<file path="src/rtl/tqvp_prism_infilt.sv">
// ---------------------------------------------------------------------------
// tqvp_prism_infilt
//
// Glitch filter and edge-capture stage in front of the PRISM input bus.
// Each of the NBITS pin inputs only changes its clean level once it has
// disagreed with that level for more than filt_len prescaler ticks. A bypass
// mask passes selected bits through with one cycle of latency. Rising and
// falling edges of the clean levels are latched into sticky flags. Those
// flags can raise a level-sensitive interrupt.
//
// Ports
//   clk           system clock
//   rst_n         synchronous active-low reset
//   raw_in        pin inputs (already synchronised)
//   address       peripheral register address
//   data_in       write data
//   data_write_n  11 = no write, 00/01/10 = 8/16/32-bit write
//   rd_data       read data for the current address (combinational)
//   filt_out      filtered levels
//   edge_irq      edge interrupt (level)
//
// Registers
//   0x30 CFG    [3:0] filt_len, [15:8] prescale, [22:16] bypass,
//               [30:24] irq_en (32-bit writes only)
//   0x34 STATUS [6:0] rise, [14:8] fall. Any write clears the flags whose
//               data_in bit is 1. A new edge in the same cycle wins.
//   0x38 LEVELS [6:0] raw_in, [14:8] filt_out (read only)
// ---------------------------------------------------------------------------
module tqvp_prism_infilt #(
    parameter int NBITS = 7,
    parameter int CNT_W = 4,
    parameter int PRE_W = 8
) (
    input  logic             clk,
    input  logic             rst_n,
    input  logic [NBITS-1:0] raw_in,
    input  logic [5:0]       address,
    input  logic [31:0]      data_in,
    input  logic [1:0]       data_write_n,
    output logic [31:0]      rd_data,
    output logic [NBITS-1:0] filt_out,
    output logic             edge_irq
);

    localparam logic [5:0] ADDR_CFG    = 6'h30;
    localparam logic [5:0] ADDR_STATUS = 6'h34;
    localparam logic [5:0] ADDR_LEVELS = 6'h38;

    // Configuration
    logic [CNT_W-1:0] filt_len_reg;
    logic [PRE_W-1:0] prescale_reg;
    logic [NBITS-1:0] bypass_reg;
    logic [NBITS-1:0] irq_en_reg;

    // Filter state
    logic [PRE_W-1:0] pre_cnt_reg;
    logic [NBITS-1:0] s_reg;
    logic [NBITS-1:0] s_next;
    logic [CNT_W-1:0] c_reg  [NBITS];
    logic [CNT_W-1:0] c_next [NBITS];

    // Edge flags
    logic [NBITS-1:0] rise_reg;
    logic [NBITS-1:0] fall_reg;

    logic cfg_we;
    logic status_we;
    logic tick;

    assign cfg_we    = (address == ADDR_CFG) && (data_write_n == 2'b10);
    assign status_we = (address == ADDR_STATUS) && (data_write_n != 2'b11);
    assign tick      = (pre_cnt_reg == prescale_reg);

    // Some data_in bits have no register field behind them.
    logic unused_data;
    assign unused_data = ^{data_in[7:4], data_in[23], data_in[31]};

    // ------------------------------------------------------------------
    // Configuration register
    // ------------------------------------------------------------------
    always_ff @(posedge clk) begin
        if (!rst_n) begin
            filt_len_reg <= '0;
            prescale_reg <= '0;
            bypass_reg   <= '0;
            irq_en_reg   <= '0;
        end else if (cfg_we) begin
            filt_len_reg <= data_in[CNT_W-1:0];
            prescale_reg <= data_in[8 +: PRE_W];
            bypass_reg   <= data_in[16 +: NBITS];
            irq_en_reg   <= data_in[24 +: NBITS];
        end
    end

    // ------------------------------------------------------------------
    // Shared prescaler. The >= compare also catches a freshly written
    // prescale that is below the running count. That pulls the count back
    // to zero instead of letting it wrap through the full range.
    // ------------------------------------------------------------------
    always_ff @(posedge clk) begin
        if (!rst_n) begin
            pre_cnt_reg <= '0;
        end else if (pre_cnt_reg >= prescale_reg) begin
            pre_cnt_reg <= '0;
        end else begin
            pre_cnt_reg <= pre_cnt_reg + 1'b1;
        end
    end

    // ------------------------------------------------------------------
    // Per-bit stability filters
    // ------------------------------------------------------------------
    generate
        for (genvar gi = 0; gi < NBITS; gi++) begin : g_filt
            always_comb begin
                s_next[gi] = s_reg[gi];
                c_next[gi] = c_reg[gi];
                if (bypass_reg[gi]) begin
                    s_next[gi] = raw_in[gi];
                    c_next[gi] = '0;
                end else if (raw_in[gi] == s_reg[gi]) begin
                    c_next[gi] = '0;
                end else if (tick) begin
                    // >= lets a shrunk filt_len expire on the next tick
                    if (c_reg[gi] >= filt_len_reg) begin
                        s_next[gi] = raw_in[gi];
                        c_next[gi] = '0;
                    end else begin
                        c_next[gi] = c_reg[gi] + 1'b1;
                    end
                end
            end

            always_ff @(posedge clk) begin
                if (!rst_n) begin
                    s_reg[gi] <= 1'b0;
                    c_reg[gi] <= '0;
                end else begin
                    s_reg[gi] <= s_next[gi];
                    c_reg[gi] <= c_next[gi];
                end
            end

            // Sticky edge flags. A set in the same cycle as its clear wins.
            always_ff @(posedge clk) begin
                if (!rst_n) begin
                    rise_reg[gi] <= 1'b0;
                    fall_reg[gi] <= 1'b0;
                end else begin
                    if (s_next[gi] && !s_reg[gi]) begin
                        rise_reg[gi] <= 1'b1;
                    end else if (status_we && data_in[gi]) begin
                        rise_reg[gi] <= 1'b0;
                    end
                    if (!s_next[gi] && s_reg[gi]) begin
                        fall_reg[gi] <= 1'b1;
                    end else if (status_we && data_in[8 + gi]) begin
                        fall_reg[gi] <= 1'b0;
                    end
                end
            end
        end
    endgenerate

    assign filt_out = s_reg;
    assign edge_irq = |((rise_reg | fall_reg) & irq_en_reg);

    // ------------------------------------------------------------------
    // Read mux
    // ------------------------------------------------------------------
    always_comb begin
        rd_data = '0;
        case (address)
            ADDR_CFG: begin
                rd_data[CNT_W-1:0]  = filt_len_reg;
                rd_data[8 +: PRE_W] = prescale_reg;
                rd_data[16 +: NBITS] = bypass_reg;
                rd_data[24 +: NBITS] = irq_en_reg;
            end
            ADDR_STATUS: begin
                rd_data[0 +: NBITS] = rise_reg;
                rd_data[8 +: NBITS] = fall_reg;
            end
            ADDR_LEVELS: begin
                rd_data[0 +: NBITS] = raw_in;
                rd_data[8 +: NBITS] = s_reg;
            end
            default: rd_data = '0;
        endcase
    end

endmodule
</file>
<file path="config.mk">
export PLATFORM = sky130hd
export DESIGN_NAME = tqvp_prism_infilt
export DESIGN_NICKNAME = d
export VERILOG_FILES = /design/src/rtl/tqvp_prism_infilt.sv
export SDC_FILE = /design/constraint.sdc
export NUM_CORES = 1
export LEC_CHECK = 0
export ABC_AREA = 1
export BUFFER_PORTS_ARGS = -buffer_cell sky130_fd_sc_hd__buf_2
export CORE_AREA = 2 2 113 115
export DETAILED_ROUTE_END_ITERATION = 8
export DIE_AREA = 0 0 115 117
export GPL_TIMING_DRIVEN = 0
export PLACE_DENSITY_LB_ADDON = 0.2
export SETUP_SLACK_MARGIN = 0.02
export SLEW_MARGIN = 20
export SYNTH_ARGS = -nofsm -noshare
export SYNTH_HDL_FRONTEND = slang
export SYNTH_SLANG_ARGS = --single-unit
</file>
<file path="constraint.sdc">
create_clock -name clk -period 1.81 [get_ports clk]
set_input_delay 0.181 -clock clk [delete_from_list [all_inputs] [get_ports clk]]
set_output_delay 0.181 -clock clk [all_outputs]
set_load 0.01 [all_outputs]
</file>
Word level (Yosys, flattened, before mapping):

Memories as Yosys holds them, arrays and structs flattened.
Index checks and enable logic that the tools add are counted.

* add/subtract/negate cells: 8
* magnitude comparators: 8
* eq/ne operators: 13
* muxes and demuxes: 98
* bitwise gates (word level): 10
* reductions and logical operators: 60

Operators by type and width (count)
* 4-bit 2-to-1 mux: 35
* 1-bit 2-to-1 mux: 58
* 1-bit logical AND: 30
* 4-bit by 1-bit adder with 4-bit output (second input constant): 7
* 4-bit >= comparator: 7
* 2-bit nonzero test: 14
* 7-bit one-hot mux with 3 select lines: 1
* 6-bit == test (second input constant): 3
* 1-bit zero test: 14
* 4-bit one-hot mux with 3 select lines: 1
* 8-bit by 1-bit adder with 8-bit output (second input constant): 1
* 8-bit == test: 1
* 8-bit >= comparator: 1
* 8-bit 2-to-1 mux: 1
* 7-bit bitwise AND: 1
* 1-bit == test: 7
* 7-bit 2-to-1 mux: 1
* 1-bit bitwise OR: 7
* 7-bit bitwise OR: 1
* 7-bit OR reduction: 1
* 3-bit one-hot mux with 2 select lines: 1
* 2-bit == test (second input constant): 1
* 2-bit != test (second input constant): 1
* 2-bit OR reduction: 1
* 1-bit inverter: 1

* register bits after elaboration: 55
* memory bits (writable): 28
* output and inout bits: 40
* word-level logic and storage cells: 224
* memories kept: 1

Memories
* c_reg: depth 7, bits a word 4, rd ports 7, clocked after Yosys merged registers in 0, write ports 7, line 59 `logic [CNT_W-1:0] c_reg [NBITS];`

Longest topological paths before layout:

An unclocked memory read counts as a cell.

* depth in word-level cells: 9
* gate-level depth with buffers: 12

Worst setup path before layout:

No wires, ideal clock.

* kind: reg2reg
* start: reg prescale_reg[7]
* end: mem c_reg[0][1]
* data arrival time: 1.499 ns
* setup slack: 0.194 ns
* stages on the path, launching flop included: 11
* path buffers: 1
* period minus slack after synthesis: 1.616 ns
* cells stage by stage: dfxtp_1 -> inv_1 -> ha_1 -> nand2_2 -> nor2_4 -> nand2_2 -> nor2_4 -> inv_1 -> buf_2 -> nor2_1 -> nor3_2

RTL lines
* start: declaration: line 51 `logic [PRE_W-1:0] prescale_reg;`
* start signal: assignment: line 89 `prescale_reg <= data_in[8 +: PRE_W];`
* end: declaration: line 59

Final worst setup path:

* start: reg prescale_reg[4]
* end: reg s_reg[0], in the netlist filt_out[0]

* longest elaborated chain between the ends: 4

Ends and longest elaborated chain
* 8-bit == test: line 72 `assign tick = (pre_cnt_reg == prescale_reg);`
* 1-bit 2-to-1 mux: line 123 `end else if (tick) begin`
* 1-bit 2-to-1 mux: line 121 `end else if (raw_in[gi] == s_reg[gi]) begin`
* 1-bit 2-to-1 mux: line 118 `if (bypass_reg[gi]) begin`
* end signal: indexed assignment: line 139 `s_reg[gi] <= s_next[gi];`
* end: declaration: line 57 `logic [NBITS-1:0] s_reg;`

Every way passes these cells.
A chain may end at the register's enable or synchronous reset.

==> results.toml <==
[outcome]
status = "complete, but fails checks"
violations = "setup timing"

[setup_path]
worstPathCellList = "inv_4, ha_4, nand2_4, nor2_4, nand2_2, nor2_4, buf_12, buf_12, nand2_8, nand2_4, nand2_2, o21ai_2, nor2_1"
start_kind = "flip-flop"
critPathArrivalTime_ps = 2050
end_kind = "flip-flop"
crit_slowest_cell = "dfxtp_2"
critPathRequiredTime_ps = 2020
path_class = "reg2reg"
r2r_start = "prescale_reg[4]"
startpoint = "prescale_reg[4]"
cpPeakStageDelay_ps = 340
crit_fanout = 6

[sta]
fmax_ghz = 0.545
grt_setup_unrepaired = "yes"
fin_crit_ps = 1840
worst_pin_slew_ps = 602
drv_slew = 0
fin_ws_ps = -25.5
setup_tns_ps = -76.8
hold_viol = 0
worst_clock_skew_ps = 6.88
setup_viol = 9
min_period_over_period = 1.01
worst_hold_slack_ps = 103
slew_headroom = 0.599

[finish]
fin_nets = 883
final_cell_area_sq_um = 6630
drive_gt1_frac = 0.323
diodes = 0
layoutNonFillerInstCount = 945
largest_reg_flops = 28
fin_util = 0.538
nFillCells = 1175
syn2layout_area_growth_pct = 38.8

[synth]
yosys_warnings = 0
synthFlopType = "dfxtp_1"
synth_top_cell_by_area = "dfxtp_1"
yosys-top-cells-area = "dfxtp_1, ha_1, nand2_1, inv_1, a21oi_1"
async_reset_ff_frac = 0
synth_area_per_cell_sq_um = 7.12
synth_seq_cells = 83
ys_types = 36
syn-instance-count = 671
synth-edff-count = 0
yosysSeqAreaShare = 0.348
yosysTopAreaCellShare = 0.348
syn_area_sq_um = 4770

[place]
place.gp.congestion = 0.869
numPortBuffers = 81
placed_area_sq_um = 5380
post-dp-hpwl_microns = 10600
dpl.cell_count = 904

[floorplanning]
ioPinCount = 89
core_region_area_sq_um = 12300
num_rows = 41
start_util = 0.388
die_h_microns = 117
die_x_microns = 115
die_area_sq_um = 13500

[power_and_ir_drop]
swShare = 0.236
ir_drop_mv = 0.519
p_clk_frac = 0.484
p_leak_uw = 0.00289
power_frac_seq = 0.427
pwr_density_cell_nw_per_um2 = 675
comb_power_share = 0.089
p_sw_uw = 1060
p_int_uw = 3410

[cts]
cts_buffers = 9
cts_tree = "done"
worstSkewPairLatency_ps = 340
htreeDepth = 3
clkSinkCount = 83
cts.reportedPaths.clkPinSlew_ps = 70
cts-root-buf = "clkbuf_16"
cts_buffer_depth = 2

[global_route]
grt_pass1_vias = 4475
grt.total_usage = 0.217
grt_max_degree = 15
grt_overflow = 0
antenna_found_initial = 0
grt_first_pass_wirelength_microns = 22800

[drt]
num_vias = 4873
wl_microns = 15300
ant_nets = 0
detail_route.wl_per_cell_microns = 16.2
drc = 0
routed_via_density = 5.16
dr.pass1.iters = 5
first_iter_violations = 345

[hold_path]
min_path_type = "in2reg"
min_from = "data_in[5]"

[run]
drv_cap = 0
cell usage after synthesis, drive strengths merged (8+ instances only):
library cell	n
dfxtp	83
xor2	9
ha	44
clkbuf	9
nor2	73
o21ai	43
o211ai	8
nand4	21
nor3	11
a21oi	65
inv	97
nand3	34
nand2	145
buf	14
per-layer routing:
layer	wire length (microns)	vias to the layer above	GRT usage
met5	0	-	0
met2	7640	131	0.360
li1	-	2439	-
met4	290	0	0.0803
met1	6670	2284	0.287
met3	722	19	0.0345
worst paths after layout:
kind / to / slack [ps] / cells past startpoint
max: filt_out[0] / -30 / 13
min: rise_reg[5] / 100 / 4
max reg2reg: filt_out[0] / -30 / 13
min reg2reg: rise_reg[0] / 470 / 2
stage by stage:
stage	power (uW)	setup WS [ps]
final	4470	-25.5
after detailed placement	2260	-246
after floorplan	2120	194
after global placement	2260	-201
after global routing	4620	-130
after CTS	4430	5.37
kinds of logic (layout without fill, tap and decap cells):
kind of cell    Yosys count  count (layout)  synth area share
other cells               1               3          0.000785
simple gates            288             288             0.269
buf+inv                 120             242             0.106
fa+ha+maj                44              44             0.115
compound gates          124             124             0.141
flops                    83              83             0.348
xor+xnor                 11              11            0.0202
worst max-delay path, delay by kind of cell (launching register included):
family | cells | cell delay (ps)
flip-flops | 1 | 340
AO/OA/AOI/OAI | 1 | 50
buffers and inverters | 3 | 360
adder cells (fa/ha/maj) | 1 | 270
AND/OR/NAND/NOR | 8 | 680
power groups by stage:
stage | combinational [uW] | sequential (uW) | clock [uW]
after floorplan | 177 | 1940 | 0
after global placement | 312 | 1950 | 0
after detailed placement | 315 | 1950 | 0
after CTS | 332 | 1910 | 2190
after global routing | 435 | 1910 | 2270
final | 397 | 1910 | 2160
layout by cell type, fill, tap and decap left out, types with 6 or more instances in the layout:
master      Yosys  layout
inv_1          95      84
o211ai_1        8       8
dfxtp_1        83      75
ha_4            0      13
clkbuf_16       0      12
ha_1           44      31
inv_2           2       7
dfxtp_2         0       7
nor2_1         69      55
clkinvlp_4      0       7
nand3_1        34      22
nand2_1       140     116
xor2_1          9       8
a21oi_1        64      55
buf_6           3       7
buf_4           3      15
nand2_4         2      16
o221ai_1        6       6
nand4_1        20      20
o21ai_0        41      33
buf_2           6      86
nand2_2         3      12
buf_12          0       6
nor2_4          3       9
o21ai_1         2       7
nand3_2         0      10
nor2_2          1       9
a21oi_2         1      10
repair_timing:
item,CTS,global route
hold buffers,0,0
pin swaps,4,25
endpoints found under the setup margin,59,61
gates cloned,0,4
resized for setup,24,128
buffers inserted,7,14
final cells by class:
| class | count | area, sq um | area share |
|---|---|---|---|
| plain buffers | 23 | 173 | 0.0261 |
| multi-input cells | 470 | 3140 | 0.474 |
| flip-flops and latches | 83 | 1670 | 0.253 |
| clock buffers | 10 | 239 | 0.0361 |
| repair buffers | 106 | 712 | 0.107 |
| inverters | 97 | 384 | 0.0580 |
| well taps | 150 | 188 | 0.0283 |
| clock inverters | 6 | 113 | 0.0170 |
Note: power is estimated with default switching activity, not from simulation.
